### config.mk
export PLATFORM = sky130hd
export DESIGN_NAME = genius_core
export DESIGN_NICKNAME = d
export VERILOG_FILES = /design/src/rtl/genius_core.sv
export SDC_FILE = /design/constraint.sdc
export NUM_CORES = 1
export LEC_CHECK = 0
export ABC_AREA = 1
export BUFFER_PORTS_ARGS = -buffer_cell sky130_fd_sc_hd__buf_2
export CAP_MARGIN = 15
export CORE_UTILIZATION = 35
export DETAILED_ROUTE_END_ITERATION = 6
export GPL_TIMING_DRIVEN = 0
export SYNTH_ARGS = -nofsm -noshare
export SYNTH_HDL_FRONTEND = slang
export SYNTH_SLANG_ARGS = --single-unit
### constraint.sdc
create_clock -name clock -period 2.45 [get_ports clock]
set_clock_uncertainty 0.05 [all_clocks]
set_input_delay 0.1225 -clock clock [delete_from_list [all_inputs] [get_ports clock]]
set_output_delay 0.1225 -clock clock [all_outputs]
set_load 0.05 [all_outputs]
### src/rtl/genius_core.sv
// rtl/genius_core.sv - Simon-style memory game engine: sequence growth, playback and press checking
module genius_core #(
  parameter int          CHANNELS      = 4,
  parameter int          MAX_LEN       = 16,
  parameter int          SHOW_TICKS    = 50_000_000,
  parameter int          GAP_TICKS     = 12_500_000,
  parameter int          TIMEOUT_TICKS = 250_000_000,
  parameter logic [15:0] SEED          = 16'hACE1,
  localparam int         CW            = $clog2(CHANNELS),
  localparam int         LW            = $clog2(MAX_LEN + 1)
) (
  input  logic                clock,
  input  logic                reset_n,
  input  logic                start,
  input  logic [CHANNELS-1:0] btn,
  output logic [CHANNELS-1:0] lamp,
  output logic [LW-1:0]       level,
  output logic [2:0]          phase,
  output logic                win,
  output logic                lose
);

  // one timer serves all three waits, so it is sized for the longest of them
  localparam int TMAX_SG = (SHOW_TICKS > GAP_TICKS) ? SHOW_TICKS : GAP_TICKS;
  localparam int TMAX    = (TMAX_SG > TIMEOUT_TICKS) ? TMAX_SG : TIMEOUT_TICKS;
  localparam int TW      = $clog2(TMAX + 1);
  localparam logic [CHANNELS-1:0] ONE = {{(CHANNELS-1){1'b0}}, 1'b1};

  typedef enum logic [2:0] {
    S_IDLE     = 3'd0,
    S_ADD      = 3'd1,
    S_SHOW_ON  = 3'd2,
    S_SHOW_OFF = 3'd3,
    S_INPUT    = 3'd4,
    S_WIN      = 3'd5,
    S_LOSE     = 3'd6
  } state_t;

  state_t               state, state_d;
  logic [LW-1:0]        level_d;
  logic [LW-1:0]        idx, idx_d;
  logic [TW-1:0]        timer, timer_d;
  logic [15:0]          lfsr;
  logic                 mem_we;
  // depth rounded to a power of two so level/idx index it without truncation
  logic [CW-1:0]        mem [0:(1<<LW)-1];
  logic [CHANNELS-1:0]  exp_oh;
  logic                 last;

  assign exp_oh = ONE << mem[idx];
  assign last   = (idx == level - LW'(1));

  // free-running LFSR, taps x^16+x^14+x^13+x^11+1; runs in every state so start timing seeds the game
  always_ff @(posedge clock or negedge reset_n) begin
    if (!reset_n) lfsr <= SEED;
    else          lfsr <= {lfsr[0] ^ lfsr[2] ^ lfsr[3] ^ lfsr[5], lfsr[15:1]};
  end

  // sequence memory: written once per round in ADD, read asynchronously, never cleared
  always_ff @(posedge clock) begin
    if (mem_we) mem[level] <= lfsr[CW-1:0];
  end

  // state, level, step index and timer registers
  always_ff @(posedge clock or negedge reset_n) begin
    if (!reset_n) begin
      state <= S_IDLE;
      level <= '0;
      idx   <= '0;
      timer <= '0;
    end else begin
      state <= state_d;
      level <= level_d;
      idx   <= idx_d;
      timer <= timer_d;
    end
  end

  // next-state logic: playback pacing, press checking, timeout and game outcome
  always_comb begin
    state_d = state;
    level_d = level;
    idx_d   = idx;
    timer_d = timer;
    mem_we  = 1'b0;
    case (state)
      S_IDLE, S_WIN, S_LOSE: begin
        if (start) begin
          level_d = '0;
          state_d = S_ADD;
        end
      end
      S_ADD: begin
        mem_we  = 1'b1;
        level_d = level + LW'(1);
        idx_d   = '0;
        timer_d = '0;
        state_d = S_SHOW_ON;
      end
      S_SHOW_ON: begin
        if (timer == TW'(SHOW_TICKS - 1)) begin
          timer_d = '0;
          state_d = S_SHOW_OFF;
        end else begin
          timer_d = timer + TW'(1);
        end
      end
      S_SHOW_OFF: begin
        if (timer == TW'(GAP_TICKS - 1)) begin
          timer_d = '0;
          if (last) begin
            idx_d   = '0;
            state_d = S_INPUT;
          end else begin
            idx_d   = idx + LW'(1);
            state_d = S_SHOW_ON;
          end
        end else begin
          timer_d = timer + TW'(1);
        end
      end
      S_INPUT: begin
        // a press in the timeout cycle wins over the timeout
        if (btn != '0) begin
          if (btn == exp_oh) begin
            if (!last) begin
              idx_d   = idx + LW'(1);
              timer_d = '0;
            end else if (level == LW'(MAX_LEN)) begin
              state_d = S_WIN;
            end else begin
              state_d = S_ADD;
            end
          end else begin
            state_d = S_LOSE;
          end
        end else if (timer == TW'(TIMEOUT_TICKS - 1)) begin
          state_d = S_LOSE;
        end else begin
          timer_d = timer + TW'(1);
        end
      end
      default: state_d = S_IDLE;
    endcase
  end

  // lamp decode: current playback step while showing, all lit on a win
  always_comb begin
    lamp = '0;
    case (state)
      S_SHOW_ON: lamp = exp_oh;
      S_WIN:     lamp = '1;
      default:   lamp = '0;
    endcase
  end

  assign phase = state;
  assign win   = (state == S_WIN);
  assign lose  = (state == S_LOSE);

endmodule

# Word level (Yosys, flattened, before mapping)
# Memories as Yosys holds them, arrays and structs flattened.
# Cells that the tools add are included.
dict set report op_classes {
  n_mul 0
  reduce_logical 10
  n_eq_ne 23
  magnitude_cmp 0
  shift 1
  div_mod_pow 0
  addsub 4
  n_mux 29
  bitwise_logic 3
}
# cell n
set ops {}
lappend ops {{two-way mux 28 bit} 6}
lappend ops {{one-hot mux 28 bit (4 select lines)} 1}
lappend ops {{two-way mux 5 bit} 6}
lappend ops {{adder 28 x 1 -> 28 bit, second input constant} 1}
lappend ops {{== test 28 x 24 -> 1 bit, second input constant} 1}
lappend ops {{== test 28 x 26 -> 1 bit, second input constant} 1}
lappend ops {{== test 28 bit, second input constant} 1}
lappend ops {{two-way mux 3 bit} 9}
lappend ops {{one-hot mux 3 bit (5 select lines)} 1}
lappend ops {{one-hot mux 5 bit (3 select lines)} 1}
lappend ops {{!= test 2 bit, second input constant} 6}
lappend ops {{!= test 3 bit, second input constant} 4}
lappend ops {{adder 5 x 1 -> 5 bit, second input constant} 2}
lappend ops {{one-hot mux 5 bit (2 select lines)} 1}
lappend ops {{AND reduction 5 bit} 2}
lappend ops {{== test 3 bit, second input constant} 3}
lappend ops {{one-hot mux 4 bit (2 select lines)} 1}
lappend ops {{nonzero test 4 bit} 2}
lappend ops {{== test 3 x 2 -> 1 bit, second input constant} 2}
lappend ops {{== test 5 bit} 1}
lappend ops {{== test 5 bit, second input constant} 1}
lappend ops {{subtractor 5 x 1 -> 5 bit, second input constant} 1}
lappend ops {{== test 4 bit} 1}
lappend ops {{!= test 4 bit, second input constant} 1}
lappend ops {{other kinds (10)} 14}
dict set report word_totals {
  memories 1
  out_inout_bits 14
  mem_bits_ro 0
  reg_bits 57
  latch_bits 0
  inputBits 7
  word_cells 76
  ramBits 64
}
# memory words word_bits rd rd_clocked_by_memory_dff write_ports line_no
set mem_list {}
lappend mem_list {mem 32 2 1 0 1 46} ;# logic [CW-1:0] mem [0:(1<<LW)-1];

# Longest topological paths before layout
# Gate-level depths: netlist of the first run.
dict set report depth {
  word_depth 6
  ltp_mapped 19
  ltp_nobuf 19
}

# Least setup slack after synthesis of the first run
# No wires, ideal clock.
dict set report synth_path {
  path_type {reg-to-output}
  startpoint {register state[2], in the netlist phase[2]}
  endpoint {output lamp[0]}
  slack_ns -0.165
  required_time_ns 2.277
  path_buffers 0
  arrival_ns 2.442
  stages_incl_launch_ff 5
  cell_sequence {dfrtp_1 -> nand2_1 -> nor2_1 -> inv_1 -> o21ai_0}
}
dict set report synth_via {
  elab_chain_cells 2
  elab_cells_between_ends 3
  classes_between {eq/ne (2); mux (1)}
}
# element line_no
set synth_rtl {}
lappend synth_rtl {{start, declared} 39} ;# state_t state, state_d;
lappend synth_rtl {{start signal, assigned} 72} ;# state <= state_d;
lappend synth_rtl {{== test 3 bit} n/a}
lappend synth_rtl {{named net win} 19} ;# output logic win,
lappend synth_rtl {{one-hot mux 4 bit (2 select lines)} 150} ;# case (state)
lappend synth_rtl {{end, declared} 16} ;# output logic [CHANNELS-1:0] lamp,
# The timed path passes the listed nets, and every way through them passes these cells.

# Final worst setup path of the first run
dict set report layout_path {
  startpoint {register idx[0]}
  endpoint {output lamp[0]}
}
dict set report layout_via {
  elab_chain_cells 3
}
# element line_no
set layout_rtl {}
lappend layout_rtl {{start, declared} 41} ;# logic [LW-1:0] idx, idx_d;
lappend layout_rtl {{start signal, assigned} 74} ;# idx <= idx_d;
lappend layout_rtl {{memory (32 x 2 bit)} n/a}
lappend layout_rtl {{left shift 1 x 2 -> 4 bit} 50} ;# assign exp_oh = ONE << mem[idx];
lappend layout_rtl {{one-hot mux 4 bit (2 select lines)} 150}
# No other way between the ends.

==> reports/qor.txt, run 1 <==
outcome = finished with violations
violated checks = negative setup slack
setup TNS = -24.5 ps
Async SR Flop Fraction = 47.1%
top cell family by delay on the critical path = simple AND/OR/NAND/NOR gates
Num Clock Sinks = 121
global-route wire length before repair = 28900 um
clock-pin slew on the worst setup and hold paths = 60 ps
die footprint = 19900 um^2
Clock Latency Late Sink = 430 ps
MaxCap Viol Count = 0
Global Route Usage Sum = 19.3%
Die Y = 141 um
CP arrival = 2300 ps
Root Buffer = clkbuf_16
I/O pins = 21
layout net count = 902
FF+latch area = 3360 um^2
initial antenna violation count = 0
PortBufs = 20
vias in the first global route = 5283
Most common cell on crit path = nand3_2
period utilisation layout = 101%
GPL Wtd Cong = 0.904
Final Setup Violations = 1
#FFs+latches synth = 121
Setup crit end kind = primary output
Synth area leaders = edfxtp_1, dfrtp_1, nand2_1
Worst Hold Class = in -> reg
Die X = 141 um
vias per cell = 5.00
First DRT Iteration DRCs = 518
Worst Max-Slew Pin Slew = 690 ps
total gr overflow = 0
Final Hold Fails = 0
Starting Density = 35.9%
Crit-path slowest cell = dfrtp_2
area post-placement = 7200 um^2
routed len/inst = 16.2 um
Final WS setup = -24.5 ps
Max rail drop VDD = 0.597 mV
number of buffers created by CTS = 17
antenna cells = 0
RSZ-0062 raised after global routing = yes
Critical Path Start Type = register
Slew Viols, Final = 0
Synthesis Warnings = 0
clock buffer depth = 2
Worst slew margin = 54.0%
Via Count = 5808
largest net degree at the start of global routing = 34
Routed Antenna Nets = 0
FP Rows = 50
design area = 8460 um^2
Yosys cell types = 40
Synth area leader = edfxtp_1
Inst Count DP = 1107
Pwr per Cell Area = 1030 nW/um^2
Post-DP HPWL = 12700 um
Mapped Nets = 839
share of cells above drive strength 1 = 24.5%
worst path bufs/invs = 3
cells along the critical path = buf_12 -> clkbuf_16 -> nand2_1 -> nand3_2 -> nand3_2 -> nand2_2 -> nand2_1 -> nand3_2 -> nand2_4 -> nand2_2 -> o21ai_2 -> buf_6
Remaining DRCs = 0
Multi-input gate area = 3260 um^2
H-Tree Depth = 4
fmax = 0.404 GHz
CP Max Fanout = 7
Pwr Total = 8.75 mW
critical path type = reg -> out
fin crit period = 2470 ps
Detailed Routing Iterations Pass 1 = 5
core area = 18800 um^2
area delta synth->final = 25.3%
Leak = 3.52 nW
Yosys top cell area share = 28.5%
Synth Area per Inst = 8.18 um^2
commonest register cell after synthesis = edfxtp_1
Syn Inst Count = 826
synth cell count leaders = nand2_1, nand3_1, inv_1
# fillers = 1834
drt total wl = 18800 um
slowest stage delay, CP = 470 ps
worst path required time = 2280 ps
most frequent cell after synthesis = nand2_1
TritonCTS clock tree = yes
EDFF count, synth = 64
part of the Yosys area used for sequential elements = 49.7%
Non-Filler Instances = 1162
synthesized area = 6750 um^2
cells by family after synthesis:
group	count (synthesis)	synth area share, %
AOI/OAI and AO/OA	65	5.98
xor gates and xnor gates	22	2.85
adders and majority gates	6	1.11
buffers and inverters	99	6.86
DFF	121	49.7
and+or+nand+nor	513	33.5
layer usage:
metal,GRT usage [%],part of all wire [%]
met2,31.9,48
met4,6.69,2.4
met5,0,0
met1,25.2,45
met3,3.91,4.8
sequential cells by signal, indices dropped and copies added (netlist names):
name / count
lfsr: 16
level: 5
idx: 5
mem: 64
phase: 3
timer: 28
through the flow:
step                      util, %  setup slack, ps  hold WS, ps
final                        44.9            -24.5          120
after global routing         44.9            -92.5          154
after CTS                    42.0            -37.4          114
after detailed placement     38.2             -101          155
after global placement       38.1            -90.4          286
after floorplan                 -            -25.5         -223
final timing paths:
check | end | startpoint | slack (ps) | depth (start not counted)
setup / recovery | lamp[0] | idx[0] | -20 | 12
hold / removal | level[2] | start | 120 | 4
setup reg to reg | timer[15] | idx[0] | 60 | 17
hold reg to reg | lfsr[7] | lfsr[8] | 300 | 0
max in group asynchronous | lfsr[11] | reset_n | 1450 | 3
min in group asynchronous | timer[18] | reset_n | 230 | 2
final cells by class:
| cell class | count | share of cell area (%) |
|---|---|---|
| sequential | 121 | 39.8 |
| multi-input combinational | 608 | 38.5 |
| clock buffer | 18 | 5.07 |
| timing repair buffer | 42 | 4.72 |
| tap | 260 | 3.84 |
| inverter | 76 | 3.47 |
| buffer | 23 | 3.05 |
| clock inverter | 14 | 1.61 |
where the power goes:
group / switching (mW) / internal, mW / leakage, nW / total (mW)
logic: 2.54 / 1.35 / 1.92 / 3.89
clock network: 1.04 / 1.42 / 0.275 / 2.45
registers: 0.134 / 2.27 / 1.33 / 2.40
cells in the final DEF (no fill, tap or decap), types with 14 or more instances in the layout:
cell type,synthesis,routed
nor2_1,65,62
nand2_2,6,26
clkbuf_16,0,21
buf_4,1,15
nand2_1,283,258
nand3_1,89,71
o21ai_0,23,14
xor2_1,16,16
edfxtp_1,64,64
nand3_2,1,19
nor3_1,19,16
o21ai_2,16,18
nand4_1,15,15
inv_1,68,67
dfrtp_1,49,44
buf_2,10,22
tightest hold or removal path, stage by stage:
cell and delay (ps):
buf_2 100, nand2_1 140, nand3_1 140, nand2_1 60
timing repair:
item                                    CTS  global route
endpoints found under the setup margin   43            40
cloned                                    0             6
gates resized for setup                  37            82
buffers inserted                          3            12
pin swaps                                 6            17
endpoints found under the hold margin    27             0
hold buffers                              1             0
Note: power is estimated with default switching activity, not from simulation.
==> inputs of run 2 (changes only) <==
CORE_UTILIZATION = 45   (was 35)
SLEW_MARGIN = 20   (was not set)
==> reports/qor.txt, run 2 (same netlist as run 1, synthesis figures left out) <==
design area = 8280 um^2 (-2.1%)
Crit-path slowest cell = dfrtp_1
commonest non-fill, non-tap cell in the layout = nand2_1
RSZ-0062 raised after global routing = yes
Starting Density = 46.3% (+10 points)
Final Hold Fails = 0 (unchanged)
Routed Antenna Nets = 0 (unchanged)
Global Route Usage Sum = 24.7% (+5.4 points)
I/O pins = 21 (unchanged)
MaxCap Viol Count = 0 (unchanged)
Net Sw Frac = 42.1% (-0.32 points)
NetSw = 3.70 mW (-0.25%)
total gr overflow = 0 (unchanged)
Detailed Routing Iterations Pass 1 = 5 (unchanged)
drt total wl = 18900 um (+0.86%)
Worst slew margin = 29.8% (-24 points)
# fillers = 1284 (-30%)
core area = 14600 um^2 (-23%)
clock buffer depth = 2 (unchanged)
Comb power frac = 45.6% (+1.1 points)
Hold Path Stages = 4 (unchanged)
Worst Max-Slew Pin Slew = 1050 ps (+363 ps)
H-Tree Depth = 4 (unchanged)
worst path required time = 2710 ps (+430 ps)
Clock Latency Late Sink = 420 ps (about the same)
First DRT Iteration DRCs = 632 (+22%)
CP Max Fanout = 8 (+1)
max reg flops = 64 (unchanged)
fmax = 0.396 GHz (-1.9%)
largest net degree at the start of global routing = 58 (+71%)
Max rail drop VDD = 0.654 mV (+9.5%)
share of cells above drive strength 1 = 24.0% (-0.53 points)
top cell family by delay on the critical path = simple AND/OR/NAND/NOR gates
number of buffers created by CTS = 17 (unchanged)
Root Buffer = clkbuf_16
Slew Viols, Final = 0 (unchanged)
Die X = 125 um (-12%)
worst path bufs/invs = 2 (-1)
PortBufs = 20 (unchanged)
DP Worst Slack = -275 ps (-174 ps)
fin util = 56.8% (+12 points)
Via Count = 5916 (+1.9%)
routed len/inst = 17.4 um (+8.0%)
Leak = 3.53 nW (+0.20%)
Critical Path Start Type = register
Die Y = 125 um (-12%)
vias in the first global route = 5740 (+8.7%)
GPL Wtd Cong = 0.941 (+4.2%)
period utilisation layout = 103% (+2.0 points)
area post-placement = 7090 um^2 (-1.6%)
Num Clock Sinks = 121 (unchanged)
commonest cells after routing, fill and taps aside = nand2_1, nand3_1, inv_1, edfxtp_1, nor2_1
Final Setup Violations = 28 (+27)
layout net count = 901 (-0.11%)
Pint = 5.09 mW (+1.1%)
Final WS setup = -72.9 ps (-48.4 ps)
TritonCTS clock tree = yes
vias per cell = 5.45 (+9.1%)
critical path type = reg -> reg
slowest stage delay, CP = 580 ps (+110 ps)
antenna cells = 0 (unchanged)
area delta synth->final = 22.7%
outcome = finished with violations
sequential share of power = 27.4% (about the same)
Post-DP HPWL = 12900 um (+1.0%)
cells along the critical path = inv_4 -> nor2_4 -> nand2_1 -> nand2_1 -> nor2_1 -> nand2_1 -> nand3_2 -> nand2_4 -> nand2_2 -> nand2_2 -> nand4_1 -> nand2_4 -> nand2_8 -> clkbuf_16 -> nand2_1 -> o21ai_2
final hold slack = 124 ps (+4.42 ps)
CP arrival = 2780 ps (+480 ps)
Most common cell on crit path = nand2_1
initial antenna violation count = 0 (unchanged)
fin crit period = 2520 ps (+48.4 ps)
clock-pin slew on the worst setup and hold paths = 60 ps (about the same)
Pwr per Cell Area = 1060 nW/um^2 (+2.7%)
clock share of power = 27.0% (-1.1 points)
Biggest register = mem
Worst Hold Class = in -> reg
Reg2Reg Depth = 16 (-1)
biggest regs = mem (64), timer (28), lfsr (16)
Remaining DRCs = 0 (unchanged)
Inst Count DP = 1030 (-7.0%)
FP Rows = 44 (-12%)
violated checks = negative setup slack
global-route wire length before repair = 29700 um (+2.8%)
instance count on the critical path = 16 (+4)
Non-Filler Instances = 1085 (-6.6%)
Setup crit end kind = register
die footprint = 15500 um^2 (-22%)
-- run 2: changes by cell type in the layout (fill, tap and decap cells not counted), sizes merged --
cell and change:
clkbuf +2, bufinv -1, nand2 -1, clkinvlp -3, clkinv +5, inv -3
-- run 2: final cells by class --
class                      instances  area (um^2)  share of cell area, %
clock buffer                      20          479                   5.78
sequential                       121         3360                   40.6
buffer                            23          245                   2.96
clock inverter                    12         87.6                   1.06
multi-input combinational        607         3220                   38.8
inverter                          76          295                   3.56
tap                              184          230                   2.78
timing repair buffer              42          369                   4.46
-- run 2: worst register-to-register path: stages, from the launching register on --
cell and delay, ps:
dfrtp_1 580, inv_4 130, nor2_4 230, nand2_1 90, nand2_1 70, nor2_1 50
nand2_1 80, nand3_2 100, nand2_4 140, nand2_2 80, nand2_2 70, nand4_1 170
nand2_4 160, nand2_8 110, clkbuf_16 190, nand2_1 70, o21ai_2 50
-- run 2: path summary, 6_finish.rpt --
check / from / end / slack (ps)
max: idx[2] / timer[23] / -70
max reg2reg: idx[2] / timer[23] / -70
min in group asynchronous: reset_n / phase[0] / 250
max in group asynchronous: reset_n / level[0] / 1530
min reg2reg: lfsr[8] / lfsr[7] / 300
min: start / level[2] / 120
-- run 2: what timing repair did --
item,in CTS,in global routing
pin swaps,3,18
cloned,0,5
setup endpoints to repair,40,58
hold buffers,1,0
setup buffers,3,14
hold endpoints to repair,49,0
resized for setup,26,86
-- run 2: metrics by stage --
stage / setup TNS, ps / total power [mW]
3_5_place_dp: -5700 / 5.48
6_report: -1200 / 8.79
4_1_cts: 0 / 8.01
2_1_floorplan: -25.5 / 4.60
3_3_place_gp: -4050 / 5.42
5_1_grt: -4590 / 9.27
-- run 2: per-layer routing --
layer | wire length [um] | part of all wire, % | GRT usage, %
met2 | 8500 | 45 | 36.4
met1 | 8900 | 47 | 34.9
met4 | 423 | 2.2 | 10.9
met5 | 0 | 0 | 0
met3 | 1100 | 5.8 | 5.46
-- run 2: power by group through the flow --
stage | Combinational [mW] | Sequential, mW | Clock, mW
3_3_place_gp | 3.00 | 2.42 | 0
2_1_floorplan | 2.03 | 2.58 | 0
4_1_cts | 3.21 | 2.39 | 2.41
5_1_grt | 4.34 | 2.43 | 2.51
3_5_place_dp | 3.05 | 2.43 | 0
6_report | 4.01 | 2.40 | 2.38
==> inputs of run 3 (changes only) <==
PLACE_DENSITY = 0.62   (was not set)
==> reports/qor.txt, run 3 (same netlist as run 1, synthesis figures left out) <==
global-route wire length before repair = 29800 um (+0.56%)
largest net degree at the start of global routing = 58 (unchanged)
clock-pin slew on the worst setup and hold paths = 60 ps (about the same)
final hold slack = 158 ps (+34.3 ps)
outcome = complete, no violations
sequential share of power = 27.1% (-0.3 points)
# fillers = 1290 (+0.47%)
Final Setup Violations = 0 (-100%)
critical path type = reg -> reg
period utilisation layout = 99.3% (-3.7 points)
NetSw = 3.78 mW (+2.2%)
die footprint = 15500 um^2 (unchanged)
core area = 14600 um^2 (unchanged)
commonest non-fill, non-tap cell in the layout = nand2_1
Pint = 5.11 mW (+0.33%)
RSZ-0062 raised after global routing = yes
vias per cell = 5.46 (about the same)
Final Hold Fails = 0 (unchanged)
Die X = 125 um (unchanged)
Routed Antenna Nets = 0 (unchanged)
Comb power frac = 46.3% (+0.7 points)
area delta synth->final = 25.0%
Net Sw Frac = 42.6% (+0.46 points)
Via Count = 5927 (+0.19%)
Remaining DRCs = 0 (unchanged)
max reg flops = 64 (unchanged)
Setup crit start = level[2]
antenna cells = 0 (unchanged)
cells along the critical path = buf_2 -> nor3_2 -> nand2_1 -> nand2_1 -> xor2_1 -> inv_1 -> nand2_2 -> o21ai_2 -> a21oi_2 -> buf_4 -> nand2_8 -> clkbuf_16 -> nand2_1 -> o21ai_2
Worst Hold Class = in -> reg
Detailed Routing Iterations Pass 1 = 5 (unchanged)
share of cells above drive strength 1 = 27.9% (+4.0 points)
CP Max Fanout = 10 (+2)
setup TNS = 0 ps (+1200 ps)
Biggest register = mem
fmax = 0.411 GHz (+3.8%)
worst path required time = 2710 ps (about the same)
vias in the first global route = 5917 (+3.1%)
fin util = 57.8% (+1.1 points)
Crit-path slowest cell = dfrtp_1
Num Clock Sinks = 121 (unchanged)
I/O pins = 21 (unchanged)
First DRT Iteration DRCs = 464 (-27%)
commonest cells after routing, fill and taps aside = nand2_1, nand3_1, inv_1, edfxtp_1, nor2_1
total gr overflow = 0 (unchanged)
FP Rows = 44 (unchanged)
Setup crit end kind = register
Slew Viols, Final = 0 (unchanged)
CP arrival = 2690 ps (-90 ps)
H-Tree Depth = 4 (unchanged)
r2r startpoint = level[2]
drt total wl = 19200 um (+1.3%)
Critical Path Start Type = register
slowest stage delay, CP = 380 ps (-200 ps)
Worst Max-Slew Pin Slew = 737 ps (-315 ps)
Root Buffer = clkbuf_16
initial antenna violation count = 0 (unchanged)
Most common cell on crit path = nand2_1
Global Route Usage Sum = 24.7% (-0.054 points)
routed len/inst = 17.6 um (+1.2%)
Max rail drop VDD = 0.703 mV (+7.5%)
layout net count = 902 (+0.11%)
TritonCTS clock tree = yes
GPL Wtd Cong = 1.02 (+8.0%)
Clock Latency Late Sink = 420 ps (about the same)
Pwr per Cell Area = 1050 nW/um^2 (-0.74%)
design area = 8440 um^2 (+1.9%)
MaxCap Viol Count = 0 (unchanged)
area post-placement = 7090 um^2 (unchanged)
Worst Min Path Start = start
top cell family by delay on the critical path = simple AND/OR/NAND/NOR gates
Post-DP HPWL = 13000 um (+1.3%)
Leak = 3.58 nW (+1.4%)
worst path bufs/invs = 4 (+2)
Die Y = 125 um (unchanged)
Starting Density = 46.3% (unchanged)
biggest regs = mem (64), timer (28), lfsr (16)
clock share of power = 26.7% (-0.3 points)
clock buffer depth = 2 (unchanged)
Worst slew margin = 50.8% (+21 points)
fin crit period = 2430 ps (-91.2 ps)
PortBufs = 20 (unchanged)
number of buffers created by CTS = 17 (unchanged)
-- run 3: power by group through the flow --
stage / Sequential [mW] / Clock, mW / Combinational, mW
floorplan: 2.58 / 0 / 2.03
global placement: 2.42 / 0 / 2.99
detailed placement: 2.43 / 0 / 3.02
CTS: 2.39 / 2.40 / 3.24
global route: 2.42 / 2.49 / 4.37
finish: 2.41 / 2.37 / 4.11
-- run 3: repair_timing --
item                                   in CTS  in global routing
cloned                                      0                  5
gates resized for setup                    27                134
setup endpoints to repair                  38                 56
endpoints found under the hold margin      49                  0
hold buffers                                1                  0
buffers inserted                            6                 12
pin swaps                                   7                 31
-- run 3: area by class of cell --
class / count / area (um^2) / share of cell area [%]
multi-input cells: 608 / 3390 / 40.1
flip-flops and latches: 121 / 3360 / 39.9
clock buffers: 18 / 429 / 5.09
repair buffers: 42 / 360 / 4.27
inverters: 76 / 295 / 3.50
plain buffers: 23 / 251 / 2.98
well taps: 184 / 230 / 2.73
clock inverters: 14 / 124 / 1.47
-- run 3: routing by layer --
layer / vias up / global-route usage [%] / wire length, um
met2: 205 / 41.8 / 9700
met3: 51 / 4.90 / 1010
met5: - / 0 / 0
met4: 0 / 12.8 / 659
met1: 2813 / 29.6 / 7800
li1: 2858 / - / -
-- run 3: path summary, 6_finish.rpt --
path	cells after the start	endpoint	slack, ps
setup / recovery	14	timer[5]	20
hold / removal	4	level[2]	160
setup reg to reg	14	timer[5]	20
hold reg to reg	0	lfsr[7]	300
max in group asynchronous	2	level[0]	1550
min in group asynchronous	2	timer[20]	280
-- run 3: per-stage QoR --
stage	worst slack [ps]	total power [mW]	std cells
CTS	-27.5	8.02	1069
global placement	-121	5.41	1030
detailed placement	-172	5.45	1030
global route	-78.7	9.29	1086
finish	18.3	8.89	1086
floorplan	-25.5	4.60	826
-- run 3: worst register-to-register path, delay by kind of cell (launching register included) --
family / cells / cell delay, ps
buf+inv: 4 / 650
compound gates: 3 / 260
xor+xnor: 1 / 170
flops: 1 / 380
simple gates: 6 / 820
